`src/rtl/rom_fetch_ctrl.sv`:
```
// Fetch controller in front of the instruction ROM: checks alignment/range,
// issues a one-cycle ROM strobe, and returns the word (or an error) with a one-cycle ack.
module rom_fetch_ctrl #(
    parameter int ADDR_W    = 32,
    parameter int DATA_W    = 32,
    parameter int ROM_BYTES = 4096,
    parameter int TIMEOUT   = 8,
    parameter int TO_W      = 4
) (
    input  logic              clk,
    input  logic              rst,
    input  logic              req_i,
    input  logic [ADDR_W-1:0] addr_i,
    input  logic              flush_i,
    output logic              ack_o,
    output logic [DATA_W-1:0] data_o,
    output logic              err_o,
    output logic [1:0]        err_code_o,
    output logic              busy_o,
    output logic [ADDR_W-1:0] rom_addr_o,
    output logic              rom_ce_o,
    output logic              rom_we_o,
    input  logic [DATA_W-1:0] rom_data_i,
    input  logic              rom_ready_i
);

    typedef enum logic [2:0] {S_IDLE, S_ISSUE, S_WAIT, S_ERR, S_DRAIN} state_t;

    localparam logic [1:0] CODE_OK    = 2'b00;
    localparam logic [1:0] CODE_ALIGN = 2'b01;
    localparam logic [1:0] CODE_RANGE = 2'b10;
    localparam logic [1:0] CODE_TMO   = 2'b11;

    state_t          state;
    logic [TO_W-1:0] cnt;
    logic [1:0]      pend_code;
    logic            timed_out;

    assign timed_out = (cnt == TO_W'(TIMEOUT - 1));
    assign rom_we_o  = 1'b0;

    always_ff @(posedge clk or negedge rst) begin
        if (!rst) begin
            state      <= S_IDLE;
            cnt        <= '0;
            pend_code  <= CODE_OK;
            ack_o      <= 1'b0;
            data_o     <= '0;
            err_o      <= 1'b0;
            err_code_o <= CODE_OK;
            busy_o     <= 1'b0;
            rom_addr_o <= '0;
            rom_ce_o   <= 1'b0;
        end else begin
            ack_o    <= 1'b0;
            rom_ce_o <= 1'b0;
            case (state)
                S_IDLE: begin
                    if (req_i && !flush_i) begin
                        rom_addr_o <= addr_i;
                        busy_o     <= 1'b1;
                        if (addr_i[1:0] != 2'b00) begin
                            state     <= S_ERR;
                            pend_code <= CODE_ALIGN;
                        end else if (addr_i >= ADDR_W'(ROM_BYTES)) begin
                            state     <= S_ERR;
                            pend_code <= CODE_RANGE;
                        end else begin
                            state    <= S_ISSUE;
                            rom_ce_o <= 1'b1;
                        end
                    end
                end
                S_ISSUE: begin
                    cnt   <= '0;
                    state <= flush_i ? S_DRAIN : S_WAIT;
                end
                S_WAIT: begin
                    // A flush arriving with the response (or timeout) just drops it
                    if (rom_ready_i || timed_out) begin
                        state  <= S_IDLE;
                        busy_o <= 1'b0;
                        if (!flush_i) begin
                            ack_o      <= 1'b1;
                            err_o      <= !rom_ready_i;
                            err_code_o <= rom_ready_i ? CODE_OK : CODE_TMO;
                            if (rom_ready_i) data_o <= rom_data_i;
                        end
                    end else begin
                        cnt <= cnt + 1'b1;
                        if (flush_i) state <= S_DRAIN;
                    end
                end
                S_DRAIN: begin
                    if (rom_ready_i || timed_out) begin
                        state  <= S_IDLE;
                        busy_o <= 1'b0;
                    end else begin
                        cnt <= cnt + 1'b1;
                    end
                end
                S_ERR: begin
                    state  <= S_IDLE;
                    busy_o <= 1'b0;
                    if (!flush_i) begin
                        ack_o      <= 1'b1;
                        err_o      <= 1'b1;
                        err_code_o <= pend_code;
                    end
                end
                default: begin
                    state  <= S_IDLE;
                    busy_o <= 1'b0;
                end
            endcase
        end
    end

endmodule
```
`config.mk`:
```
export PLATFORM = sky130hd
export DESIGN_NAME = rom_fetch_ctrl
export DESIGN_NICKNAME = d
export VERILOG_FILES = /design/src/rtl/rom_fetch_ctrl.sv
export SDC_FILE = /design/constraint.sdc
export NUM_CORES = 1
export LEC_CHECK = 0
export ABC_AREA = 1
export CORE_ASPECT_RATIO = 0.75
export CORE_MARGIN = 10
export CORE_UTILIZATION = 43
export CTS_BUF_LIST = sky130_fd_sc_hd__clkbuf_4 sky130_fd_sc_hd__clkbuf_8 sky130_fd_sc_hd__clkbuf_16
export CTS_CLUSTER_DIAMETER = 200
export DETAILED_ROUTE_END_ITERATION = 10
export PLACE_DENSITY_LB_ADDON = 0.12
export SKIP_LAST_GASP = 1
export SYNTH_ARGS = -nofsm -noshare
export SYNTH_HDL_FRONTEND = slang
export SYNTH_SLANG_ARGS = --single-unit
```
`constraint.sdc`:
```
create_clock -name clk -period 1.5 [get_ports clk]
set_input_delay 0.3 -clock clk [delete_from_list [all_inputs] [get_ports clk]]
set_output_delay 0.3 -clock clk [all_outputs]
set_load 0.01 [all_outputs]
```
==> flow_summary.ini <==
[run_status]
outcome = complete, no violations

[clock_tree]
h-tree-depth = 3
clock_latency_ns = 0.34
numCtsBuffers = 9
cts.sinks = 79
cts_root_buf = clkbuf_8
clk_pin_slew_ns = 0.09
cts_tree = built
clk_path_buf_depth = 2

[sta]
hold_viol = 0
finalSetupViolCount = 0
finClkSkew_ns = 0.0138
rsz0062_at_grt = false
final_max_slew_viol_count = 0
finalCriticalPeriod_ns = 1.37
period_share = 0.911
max_freq_ghz = 0.732

[placement]
port_buffers = 138
dp_hpwl_um = 7000
placed_cell_area_sq_um = 5050
dp_cells = 631
gp_congestion = 0.780

[drt]
drcViolationCount = 0
num_vias = 2886
dr.first_iter.drc_count = 186
viasPerCell = 4.45
drtPass1Iterations = 4
wire_per_inst_um = 13.8
ant_nets = 0
drt_wl_total_um = 8920

[synthesis]
synth_warnings = 0
synth_seq_cells = 79
postSynthCellCount = 382
postSynthAreaPerCell_sq_um = 9.02
synth_seq_area_share = 0.574
syn_nets = 452
ys_types = 23
syn-cell-area_sq_um = 3450

[global_routing]
busiest_layer = met2
grtUsageMet1 = 0.186
gr-total-overflow = 0
antenna_found_initial = 0
grt_pass1_wl_um = 14700
grt_pass1_vias = 2927
grt_usage = 0.152
grt_util_met3 = 0.0569
met2_usage = 0.247
grt_max_degree = 42

[setup_path]
crit_path_end_kind = flop
r2r_cells = 6
critPathArrivalTime_ns = 1.63
crit_type = flop to flop
required_ns = 1.77
cp_max_fo = 4
cp-start-kind = flop

[floorplanning]
dieHeight_um = 97.5
coreArea_sq_um = 7850
io_pins = 140
start_util = 0.439
dieArea_sq_um = 12000
rows = 28
die_w_um = 123

[power_and_ir_drop]
vdd_drop_max_uv = 1040
powerDensity_nw_per_um2 = 1720
power.leakage_nw = 2.79

[final_layout]
fillCellCount = 681
drive_gt1_frac = 0.147
final_nets = 608
fin_area_sq_um = 5210
mostFrequentLayoutCells = nand2_1, dfrtp_1, dlygate4sd2_1
layoutNonFillerInstCount = 648
area_growth_pct = 51.2
antenna_cells = 0
mostFrequentLayoutCell = nand2_1

[min_path]
hold_class = input pin to asynchronous set/reset pin

[job]
drv_cap = 0
## per-layer routing
| metal | vias to the layer above | share of wire |
|---|---|---|
| met2 | 90 | 0.48 |
| met5 | - | 0 |
| met4 | 0 | 0.0096 |
| met1 | 1300 | 0.42 |
| met3 | 12 | 0.088 |
| li1 | 1484 | - |
## stage by stage
stage / setup TNS (ns) / setup slack (ns) / util / power, mW / hold WS (ns)
finish: 0 / 0.133 / 0.664 / 8.95 / 0.422
CTS: 0 / 0.0450 / 0.664 / 9.10 / 0.427
floorplan: 0 / 0.143 / - / 5.47 / 0.00441
detailed placement: -8.76 / -0.184 / 0.643 / 7.94 / 0.261
global placement: -7.47 / -0.140 / 0.643 / 7.81 / 0.258
global route: 0 / 0.00415 / 0.664 / 9.64 / 0.448
## area by class of cell
cell class	instances	area [sq um]	area share
clock inverter	5	81.3	0.0156
clock buffer	11	145	0.0278
sequential	79	1980	0.379
timing repair buffer	158	1510	0.289
tap	105	131	0.0252
multi-input combinational	243	1190	0.229
inverter	47	176	0.0338
## logic make-up after synthesis
logic type,share of synthesized area
XOR/XNOR,0.00254
adder cells (fa/ha/maj),0.00363
other,0.00109
flip-flops,0.574
AO/OA/AOI/OAI,0.107
buffers and inverters,0.0838
AND/OR/NAND/NOR,0.228
## path summary, 6_finish.rpt
path	from	end	slack, ns
worst max-delay path	cnt[0]$_DFFE_PN0P_	state[2]$_DFFE_PN0P_	0.13
worst min-delay path	rst	rom_addr_o[10]$_DFFE_PN0P_	0.42
worst max register to register	cnt[0]$_DFFE_PN0P_	state[2]$_DFFE_PN0P_	0.13
worst min register to register	rom_addr_o[14]$_DFFE_PN0P_	rom_addr_o[14]$_DFFE_PN0P_	0.47
max in group asynchronous	rst	rom_addr_o[3]$_DFFE_PN0P_	0.49
min in group clk	rom_addr_o[14]$_DFFE_PN0P_	rom_addr_o[14]$_DFFE_PN0P_	0.47
## critical path, stage by stage, from the launching register on
cell and delay (ns):
dfrtp_1 0.40, ha_2 0.23, a31oi_4 0.10, buf_4 0.16
a21oi_1 0.23, nand2_1 0.09, o21ai_0 0.08
## registers in the layout, summed over array words and instances, names as in the netlist
name,flops
data_o,32
rom_addr_o,32
cnt,4
state,3
err_code_o,2
pend_code,2
ack_o,1
busy_o,1
err_o,1
rom_ce_o,1
## cells in the mapped netlist
cell type	n	area, sq um
nand2_1	159	597
dfrtp_1	79	1980
inv_1	44	165
o21ai_2	32	280
nor2_1	16	60.1
o21ai_0	10	50.1
nand3_1	9	45.0
buf_6	6	67.6
buf_4	4	30.0
buf_2	3	15.0
inv_2	3	11.3
nand4_1	3	18.8
a21oi_1	2	10.0
nand2_2	2	12.5
o2111ai_1	2	17.5
a31oi_2	1	12.5
conb_1	1	3.75
ha_1	1	12.5
nand3_4	1	17.5
nand3b_1	1	7.51
nor2_4	1	11.3
nor3_4	1	16.3
xor2_1	1	8.76
## where the power goes
group,switching (mW),total [mW],internal [mW]
sequential,0.497,3.57,3.07
combinational,1.93,3.62,1.69
clock,0.751,1.75,1.00
## timing repair
action,in CTS,in global routing
hold buffers,1,0
setup endpoints to repair,71,5
resized for setup,71,3
pin swaps,0,0
setup buffers,0,0
hold endpoints to repair,27,0
No activity file was read; power rests on OpenSTA's default activity.
